**config.mk**
```make
export PLATFORM = sky130hd
export DESIGN_NAME = fetch_unit
export DESIGN_NICKNAME = d
export VERILOG_FILES = /design/src/rtl/fetch_pkg.sv /design/src/rtl/fetch_fifo.sv /design/src/rtl/fetch_unit.sv
export SDC_FILE = /design/constraint.sdc
export NUM_CORES = 1
export LEC_CHECK = 0
export BUFFER_PORTS_ARGS = -buffer_cell sky130_fd_sc_hd__buf_4
export CELL_PAD_IN_SITES_DETAIL_PLACEMENT = 0
export CELL_PAD_IN_SITES_GLOBAL_PLACEMENT = 1
export CORE_ASPECT_RATIO = 0.75
export CORE_MARGIN = 5
export CORE_UTILIZATION = 42
export DETAILED_ROUTE_END_ITERATION = 12
export HOLD_SLACK_MARGIN = 0.1
export PLACE_DENSITY_LB_ADDON = 0.1
export RECOVER_POWER = 25
export SLEW_MARGIN = 40
export SYNTH_ARGS = -nofsm -noshare
export SYNTH_HDL_FRONTEND = slang
export SYNTH_HIERARCHICAL = 1
export SYNTH_SLANG_ARGS = --single-unit
```
**constraint.sdc**
```tcl
create_clock -name clk -period 5.9 [get_ports clk]
set_input_delay 0.59 -clock clk [delete_from_list [all_inputs] [get_ports clk]]
set_output_delay 0.59 -clock clk [all_outputs]
set_load 0.01 [all_outputs]
```
**src/rtl/fetch_pkg.sv**
```systemverilog
// rtl/fetch_pkg.sv - shared types and defaults for the instruction-fetch stage
package fetch_pkg;

   localparam logic [31:0] RESET_PC_DEFAULT = 32'h0000_0000;

   typedef struct packed {
      logic [31:0] pc;
      logic [31:0] pc_plus_4;
      logic [31:0] instr;
   } fetch_entry_t;

endpackage

```
**src/rtl/fetch_fifo.sv**
```systemverilog
// rtl/fetch_fifo.sv - small synchronous queue of fetched entries with flush
module fetch_fifo
   import fetch_pkg::*;
#(
   parameter  int DEPTH = 2,
   localparam int CNT_W = $clog2(DEPTH + 1),
   localparam int PTR_W = (DEPTH > 1) ? $clog2(DEPTH) : 1
) (
   input  logic               clk,
   input  logic               reset_n,
   input  logic               clear,
   input  logic               push,
   input  fetch_entry_t       push_data,
   input  logic               pop,
   output fetch_entry_t       head,
   output logic [CNT_W-1:0]   count,
   output logic               empty,
   output logic               full
);

   fetch_entry_t     mem [DEPTH];
   logic [PTR_W-1:0] rd_ptr;
   logic [PTR_W-1:0] wr_ptr;
   logic             do_push;
   logic             do_pop;

   function automatic logic [PTR_W-1:0] next_ptr(input logic [PTR_W-1:0] p);
      return (p == PTR_W'(DEPTH - 1)) ? '0 : p + 1'b1;
   endfunction

   assign empty   = (count == '0);
   assign full    = (count == CNT_W'(DEPTH));
   assign do_pop  = pop && !empty && !clear;
   // the caller guarantees space, so a push while full always pairs with a pop
   assign do_push = push && !clear;
   assign head    = mem[rd_ptr];

   always_ff @(posedge clk) begin
      if (do_push) begin
         mem[wr_ptr] <= push_data;
      end
   end

   always_ff @(posedge clk or negedge reset_n) begin
      if (!reset_n) begin
         rd_ptr <= '0;
         wr_ptr <= '0;
         count  <= '0;
      end else if (clear) begin
         rd_ptr <= '0;
         wr_ptr <= '0;
         count  <= '0;
      end else begin
         if (do_push) begin
            wr_ptr <= next_ptr(wr_ptr);
         end
         if (do_pop) begin
            rd_ptr <= next_ptr(rd_ptr);
         end
         if (do_push && !do_pop) begin
            count <= count + 1'b1;
         end else if (do_pop && !do_push) begin
            count <= count - 1'b1;
         end
      end
   end

endmodule

```
**src/rtl/fetch_unit.sv**
```systemverilog
// rtl/fetch_unit.sv - PC owner, credit-limited imem requester and fetch queue feeding decode
module fetch_unit
   import fetch_pkg::*;
#(
   parameter logic [31:0] RESET_PC   = RESET_PC_DEFAULT,
   parameter int          FIFO_DEPTH = 2
) (
   input  logic        clk,
   input  logic        reset_n,
   input  logic        e_pc_src,
   input  logic [31:0] e_pc_target,
   input  logic        f_stall,
   output logic        imem_req,
   output logic [31:0] imem_addr,
   input  logic        imem_gnt,
   input  logic        imem_rvalid,
   input  logic [31:0] imem_rdata,
   output logic        f_valid,
   output logic [31:0] f_pc,
   output logic [31:0] f_pc_plus_4,
   output logic [31:0] f_instruction
);

   localparam int          CNT_W      = $clog2(FIFO_DEPTH + 1);
   localparam int          SUM_W      = CNT_W + 1;
   localparam logic [31:0] RESET_PC_W = {RESET_PC[31:2], 2'b00};

   logic [31:0]      fetch_pc;
   logic [31:0]      resp_pc;
   logic [31:0]      target_w;
   logic [CNT_W-1:0] outstanding;
   logic [CNT_W-1:0] drop_cnt;
   logic [CNT_W-1:0] q_count;
   logic [SUM_W-1:0] in_use;
   logic             q_empty;
   logic             q_full;
   logic             q_push;
   logic             q_pop;
   logic             handshake;
   fetch_entry_t     q_head;
   fetch_entry_t     q_push_data;

   assign target_w = e_pc_target & ~32'd3;
   assign q_pop    = !q_empty && !f_stall && !e_pc_src;

   // a slot popped this cycle is free before any new response can land in it
   assign in_use    = SUM_W'(outstanding) + SUM_W'(q_count) - SUM_W'(q_pop);
   assign imem_req  = reset_n && !e_pc_src && (in_use < SUM_W'(FIFO_DEPTH));
   assign imem_addr = fetch_pc;
   assign handshake = imem_req && imem_gnt;

   assign q_push      = imem_rvalid && (drop_cnt == '0) && !e_pc_src && (!q_full || q_pop);
   assign q_push_data = {resp_pc, resp_pc + 32'd4, imem_rdata};

   always_ff @(posedge clk or negedge reset_n) begin
      if (!reset_n) begin
         fetch_pc    <= RESET_PC_W;
         resp_pc     <= RESET_PC_W;
         outstanding <= '0;
         drop_cnt    <= '0;
      end else begin
         if (e_pc_src) begin
            fetch_pc <= target_w;
            resp_pc  <= target_w;
            // every word still in flight, including ones already doomed, is now stale
            drop_cnt <= outstanding - CNT_W'(imem_rvalid);
         end else begin
            if (handshake) begin
               fetch_pc <= fetch_pc + 32'd4;
            end
            if (imem_rvalid && (drop_cnt != '0)) begin
               drop_cnt <= drop_cnt - 1'b1;
            end
            if (q_push) begin
               resp_pc <= resp_pc + 32'd4;
            end
         end
         if (handshake && !imem_rvalid) begin
            outstanding <= outstanding + 1'b1;
         end else if (!handshake && imem_rvalid) begin
            outstanding <= outstanding - 1'b1;
         end
      end
   end

   fetch_fifo #(
      .DEPTH (FIFO_DEPTH)
   ) u_fifo (
      .clk       (clk),
      .reset_n   (reset_n),
      .clear     (e_pc_src),
      .push      (q_push),
      .push_data (q_push_data),
      .pop       (q_pop),
      .head      (q_head),
      .count     (q_count),
      .empty     (q_empty),
      .full      (q_full)
   );

   assign f_valid       = !q_empty;
   assign f_pc          = q_empty ? '0 : q_head.pc;
   assign f_pc_plus_4   = q_empty ? '0 : q_head.pc_plus_4;
   assign f_instruction = q_empty ? '0 : q_head.instr;

endmodule

```
# After elaboration in Yosys (flattened, before gate mapping)
# Memories as Yosys holds them, arrays and structs flattened.
# Index checks and enable logic that the tools add are counted.
dict set report classes {
  n_addsub 12
  order_cmp 1
  n_eq_ne 1
  muxes 22
  n_reduce_logical 35
}
# operator n
set ops {}
lappend ops {{32-bit two-way mux} 7}
lappend ops {{32-bit by 3-bit adder with 32-bit output, second input constant} 2}
lappend ops {{1-bit logical AND} 16}
lappend ops {{2-bit two-way mux} 7}
lappend ops {{2-bit nonzero test} 7}
lappend ops {{1-bit logical NOT} 8}
lappend ops {{1-bit two-way mux} 8}
lappend ops {{2-bit by 1-bit subtractor with 2-bit output, second input constant} 3}
lappend ops {{2-bit by 1-bit adder with 2-bit output, second input constant} 2}
lappend ops {{2-bit logical NOT} 2}
lappend ops {{2-bit by 2-bit adder with 3-bit output} 1}
lappend ops {{3-bit by 2-bit < comparator with 1-bit output, second input constant} 1}
lappend ops {{3-bit nonzero test} 1}
lappend ops {{3-bit by 1-bit subtractor with 3-bit output} 1}
lappend ops {{1-bit adder, second input constant} 2}
lappend ops {{2-bit equality test, second input constant} 1}
lappend ops {{2-bit by 1-bit subtractor with 2-bit output} 1}
lappend ops {{1-bit logical OR} 1}
dict set report word_totals {
  register_bits 72
  ram_bits 192
  in_bits 70
  out_inout_bits 130
  n_memories 1
}
# memory depth width read_ports rd_ports_with_merged_regs write_ports line
set memory_table {}
lappend memory_table {u_fifo.mem 2 96 1 0 1 fetch_fifo.sv:21} ;# fetch_entry_t mem [DEPTH];

# Depth between registers and ports, before layout
dict set report depth {
  ltp_word 12
  mapped_depth 14
}

# By module
# Netlist, hierarchy kept.
# module instances cells_per_inst area_per_inst_um2 seq_area_each_um2
set by_module_without_submodules {}
lappend by_module_without_submodules {fetch_fifo 1 324 7262.0 5865.6}
lappend by_module_without_submodules {fetch_unit 1 570 4805.9 1601.5}

# Least setup slack after synthesis
# Ideal clock, no wire load.
dict set report synth_timing {
  kind {input to register}
  startpoint {in e_pc_src}
  endpoint {mem u_fifo/mem[0][0] in the netlist's numbering, enable pin}
  setup_ns 0.551
  arrival_ns 5.565
  t_required_ns 5.349
  path_slack_ns -0.216
  cell_stages 6
  cell_sequence {clkbuf_1 clkbuf_1 clkbuf_1 nor2_1 nand2b_1 nor2_1}
}
dict set report synth_via {
  elab_chain_len 7
  elab_cells_between_ends 8
}
# item line
set synth_lines {}
lappend synth_lines {{start: declaration} fetch_unit.sv:10} ;# input logic e_pc_src,
lappend synth_lines {{1-bit logical NOT *} {fetch_unit.sv:44, fetch_unit.sv:52}}
lappend synth_lines {{1-bit logical AND} fetch_unit.sv:44} ;# assign q_pop = !q_empty && !f_stall && !e_pc_src;
lappend synth_lines {{1-bit logical OR} fetch_unit.sv:52} ;# assign q_push = imem_rvalid && (drop_cnt == '0) && !e_pc_src && (!q_full || q_pop);
lappend synth_lines {{1-bit logical AND *} fetch_unit.sv:52}
lappend synth_lines {{via q_push} fetch_unit.sv:37} ;# logic q_push;
lappend synth_lines {{1-bit logical AND *} fetch_fifo.sv:35} ;# assign do_push = push && !clear;
lappend synth_lines {{1-bit two-way mux *} fetch_fifo.sv:39} ;# if (do_push) begin
lappend synth_lines {{1-bit two-way mux (implied by the code) *} fetch_fifo.sv:40} ;# mem[wr_ptr] <= push_data;
lappend synth_lines {{end: declaration} fetch_fifo.sv:21}
# Mark *: on every way through the listed nets, which the timed path passes. The rest lies on a longest branch.

# Worst setup path after layout
dict set report layout_timing {
  startpoint {reg u_fifo.count[1]}
  endpoint {reg fetch_pc[29] (netlist: imem_addr[29])}
}
dict set report layout_via {
  elab_chain_len 9
  elab_cells_between_ends 10
}
# item line
set layout_lines {}
lappend layout_lines {{start: declaration} fetch_fifo.sv:16} ;# output logic [CNT_W-1:0] count,
lappend layout_lines {{start signal: assignment} fetch_fifo.sv:61} ;# count <= count + 1'b1;
lappend layout_lines {{start signal: assignment} fetch_fifo.sv:63} ;# count <= count - 1'b1;
lappend layout_lines {{2-bit logical NOT} fetch_fifo.sv:31} ;# assign empty = (count == '0);
lappend layout_lines {{via q_empty} fetch_unit.sv:35} ;# logic q_empty;
lappend layout_lines {{1-bit logical NOT} fetch_unit.sv:44}
lappend layout_lines {{1-bit logical AND (2 in series)} fetch_unit.sv:44}
lappend layout_lines {{via q_pop} fetch_unit.sv:38} ;# logic q_pop;
lappend layout_lines {{3-bit by 1-bit subtractor with 3-bit output} fetch_unit.sv:47} ;# assign in_use = SUM_W'(outstanding) + SUM_W'(q_count) - SUM_W'(q_pop);
lappend layout_lines {{3-bit by 2-bit < comparator with 1-bit output} fetch_unit.sv:48} ;# assign imem_req = reset_n && !e_pc_src && (in_use < SUM_W'(FIFO_DEPTH));
lappend layout_lines {{1-bit logical AND} fetch_unit.sv:48}
lappend layout_lines {{1-bit logical AND} fetch_unit.sv:50} ;# assign handshake = imem_req && imem_gnt;
lappend layout_lines {{2-bit nonzero test (no source line)} n/a}
lappend layout_lines {{end signal: assignment} fetch_unit.sv:63} ;# fetch_pc <= target_w;
lappend layout_lines {{end signal: assignment} fetch_unit.sv:69} ;# fetch_pc <= fetch_pc + 32'd4;
lappend layout_lines {{end: declaration} fetch_unit.sv:28} ;# logic [31:0] fetch_pc;
# The timed path passes the listed nets, and every way through them passes these cells.
# A chain may end at the register's enable or synchronous reset.

==> key figures <==
Run status
  – Result of the run: finished, final reports clean

Drt
  – # DRC: 0
  – Vias: 7,475
  – WL per Instance: 19.1 microns
  – Ratio of routed vias to standard cells: 4.98
  – Count of nets left with antenna violations after detail routing: 0
  – Detailed-router iteration count before antenna repair: 4
  – Routed wire length: 28,700 microns
  – Detailed Route Iter0 Violations: 436

Cells and area
  – Area occupied by multi-input gates: 4370 sq um
  – FF+latch area: 7470 sq um
  – FILL cells: 2,448
  – Most used cells in the layout excluding fill and tap cells: 192 x sky130_fd_sc_hd__edfxtp_1, 169 x sky130_fd_sc_hd__buf_4, 99 x sky130_fd_sc_hd__nor2b_1, 75 x sky130_fd_sc_hd__mux2_2, 67 x sky130_fd_sc_hd__dfrtp_1
  – Layout cells sized above 1: 0.317
  – Most common cell after layout, fill and taps aside: sky130_fd_sc_hd__edfxtp_1
  – Final layout net count: 1,176
  – Relative area change from synthesis to final layout: 22.6%
  – Final design area excluding fillers: 14,800 sq um
  – Inserted Diodes: 0

Yosys
  – Netlist Area Pre-Place: 12,100 sq um
  – Most used flip-flop cell after synthesis: sky130_fd_sc_hd__edfxtp_1
  – Count of state elements after synthesis: 260
  – Warnings, synthesis: 6
  – Proportion of register bits with asynchronous set or reset after synthesis: 0.262
  – Main combinational cell family by area after synthesis: simple AND/OR/NAND/NOR gates
  – Fraction of the yosys area taken by sequential cells: 0.619
  – XOR/XNOR Fraction of Synth Area: 0.0572
  – Simple-Gate Fraction of Synth Area: 0.145
  – Average cell area after synthesis: 13.5 sq um
  – Mux share of post-synthesis cell area: 0.109
  – Complex-gate fraction of the synthesized area: 0.0363
  – Number of synthesized flops with an enable pin: 192
  – Adder and majority cell fraction of the synthesized area: 0.00892
  – Cell type contributing the most total cell area after synthesis: sky130_fd_sc_hd__edfxtp_1
  – Synth cell types: 52
  – Post-synth top area share: 0.478
  – Top area cells in the synthesized netlist: sky130_fd_sc_hd__edfxtp_1 48%, sky130_fd_sc_hd__dfrtp_1 14%, sky130_fd_sc_hd__mux2_2 7.0%, sky130_fd_sc_hd__nor2b_1 5.1%, sky130_fd_sc_hd__mux2_4 3.7%
  – Gate count after technology mapping: 894

Power
  – Pleak: 5.49 nW
  – Worst vdd ir: 0.000201 V
  – Power per Cell Area: 294 nW/um^2

Die
  – Row Count: 53
  – Total I/O pin count: 200
  – Core Box Area: 28,200 sq um
  – Width of the chip: 206 microns
  – Initial core utilization: 0.428
  – Total die area: 32,300 sq um
  – Die Ht: 157 microns

Clock tree
  – TritonCTS clock tree: done
  – Clock slew at the register clock pins of the worst setup and hold paths: 0.06 ns
  – Number of H-tree levels: 1
  – Clock root buffer: sky130_fd_sc_hd__clkbuf_16
  – Number of buffers on the longest clock path: 3
  – Total number of clock tree sinks: 260
  – Inserted Clock Buffers: 27
  – Clock Latency Late Sink: 0.52 ns

Critical path
  – Reg2reg setup slack: 2.13 ns
  – Endpoint arrival time on the critical path: 4.23 ns
  – Type of element launching the critical path: register
  – Critical path class: reg -> reg
  – Reg2reg start: u_fifo/count[1]
  – Largest fanout of any net on the critical path: 9
  – Required time at the worst-slack endpoint: 6.36 ns
  – Register-to-Register Path Depth: 10
  – Endpoint of the worst register-to-register path: imem_addr[29]
  – Endpoint kind of the worst setup timing path: register

Timing
  – Final count of pins violating max slew: 0
  – Least setup slack across all paths after layout: 2.13 ns
  – Max Clock Freq: 0.266 GHz
  – RSZ-0062 raised after global routing: false
  – Post-route minimum period: 3.77 ns
  – Worst Tran Pin Value: 1.20 ns
  – Post-route clock skew: 0.00719 ns
  – Final worst-path cycle share: 0.638
  – Endpoints failing setup: 0
  – Max transition margin: 0.201
  – Total count of hold-check failures in the final report: 0

Placement
  – Post-Place Worst Slack: 1.74 ns
  – Area after DPL: 14,000 sq um
  – Post-detailed-placement half-perimeter wirelength: 19,800 microns
  – Port buffer count: 195
  – Global placement routability congestion: 0.765

Min path
  – Worst hold-check path type: in -> reg
  – Origin of the worst min-delay path: imem_rdata[21]
  – Worst hold path stage count: 1
  – Worst hold endpoint: u_fifo/mem[1][21]

GRT
  – Global routing usage summed across all routing layers: 0.175
  – Antenna violations before repair: 0
  – Leftover overflow at the end of global routing: 0
  – Maximum number of pins on one net before global-route repair: 98
  – Number of global-route vias before repair: 7,571
  – First-pass GRT wire length: 44,100 microns

Flow run
  – Max Cap Viol: 0
-- metrics by stage --
| stage | hold slack, ns | TNS [ns] | util | cells | power [mW] |
|---|---|---|---|---|---|
| 5_1_grt | 0.251 | 0 | 0.525 | 1501 | 4.56 |
| 6_report | 0.273 | 0 | 0.525 | 1501 | 4.35 |
| 3_3_place_gp | 0.499 | 0 | 0.495 | 1448 | 2.88 |
| 4_1_cts | 0.221 | 0 | 0.525 | 1500 | 4.42 |
| 3_5_place_dp | 0.497 | 0 | 0.498 | 1452 | 2.89 |
| 2_1_floorplan | 0.294 | -41.50 | - | 903 | 2.59 |
-- where the power goes --
part / internal [mW] / switching (mW) / total, mW / leakage, nW
clock: 0.836 / 0.670 / 1.51 / 0.375
combinational: 0.297 / 0.350 / 0.647 / 2.59
sequential: 2.09 / 0.110 / 2.20 / 2.53
total: 3.22 / 1.13 / 4.35 / 5.49
-- cells in the mapped netlist, types with 24 or more instances --
master                     count
sky130_fd_sc_hd__mux2_2       75
sky130_fd_sc_hd__edfxtp_1    192
sky130_fd_sc_hd__clkbuf_1     24
sky130_fd_sc_hd__nand2_1      53
sky130_fd_sc_hd__nand3_1      35
sky130_fd_sc_hd__nor2b_1      99
sky130_fd_sc_hd__dfrtp_1      68
sky130_fd_sc_hd__mux2_4       30
sky130_fd_sc_hd__nor2_1       33
sky130_fd_sc_hd__xnor2_1      35
sky130_fd_sc_hd__xor2_1       42
sky130_fd_sc_hd__nand4_1      30
-- final cells by class --
cell class / instances / share of cell area
well taps: 385 / 0.0326
clock inverters: 13 / 0.00431
repair buffers: 211 / 0.111
clock buffers: 34 / 0.0474
flip-flops and latches: 260 / 0.505
inverters: 16 / 0.00406
multi-input cells: 582 / 0.295
-- worst max-delay path, stage by stage, from the launching register on --
cell and delay [ns]:
sky130_fd_sc_hd__dfrtp_1 0.44, sky130_fd_sc_hd__nor2_1 0.11, sky130_fd_sc_hd__nor3_1 0.42, sky130_fd_sc_hd__ha_1 0.32
sky130_fd_sc_hd__nand2b_1 0.15, sky130_fd_sc_hd__fa_1 0.53, sky130_fd_sc_hd__nand4b_2 0.20, sky130_fd_sc_hd__nor4_4 0.74
sky130_fd_sc_hd__nand2_2 0.16, sky130_fd_sc_hd__or4_1 0.53, sky130_fd_sc_hd__nand3_1 0.10
-- worst max-delay path by stage --
stage                          from          endpoint  slack [ns]  cells past startpoint
finish              u_fifo/count[1]     imem_addr[29]        2.13                     10
global placement           e_pc_src     imem_addr[29]        1.76                     10
CTS                 u_fifo/count[0]     imem_addr[29]        2.17                     10
global route        u_fifo/count[1]     imem_addr[29]        1.86                     10
floorplan                  e_pc_src  u_fifo/mem[0][0]       -0.22                      6
detailed placement         e_pc_src     imem_addr[29]        1.74                     10
-- state kept, by name (all words and copies together) (netlist names) --
signal / cells
u_fifo/wr_ptr: 1
imem_addr: 30
u_fifo/rd_ptr: 1
drop_cnt: 2
resp_pc: 30
u_fifo/mem: 192
u_fifo/count: 2
outstanding: 2
-- what timing repair did --
action | 4_1_cts | 5_1_grt
setup buffers | 0 | 0
resized for setup | 0 | 0
hold buffers | 1 | 0
hold endpoints to repair | 17 | 0
-- cells by family (layout without fill, tap and decap cells) --
group / after synthesis / count (layout)
and+or+nand+nor: 312 / 312
DFF: 260 / 260
muxes: 107 / 107
xor gates and xnor gates: 78 / 78
AOI/OAI and AO/OA: 67 / 67
buffers and inverters: 61 / 274
adders and majority gates: 8 / 8
other: 1 / 10
-- per-layer routing --
metal	GRT usage	part of all wire
met4	0.0354	0.017
met5	0	0
met1	0.274	0.50
met3	0.0300	0.050
met2	0.256	0.43
Note: power is estimated with default switching activity, not from simulation.
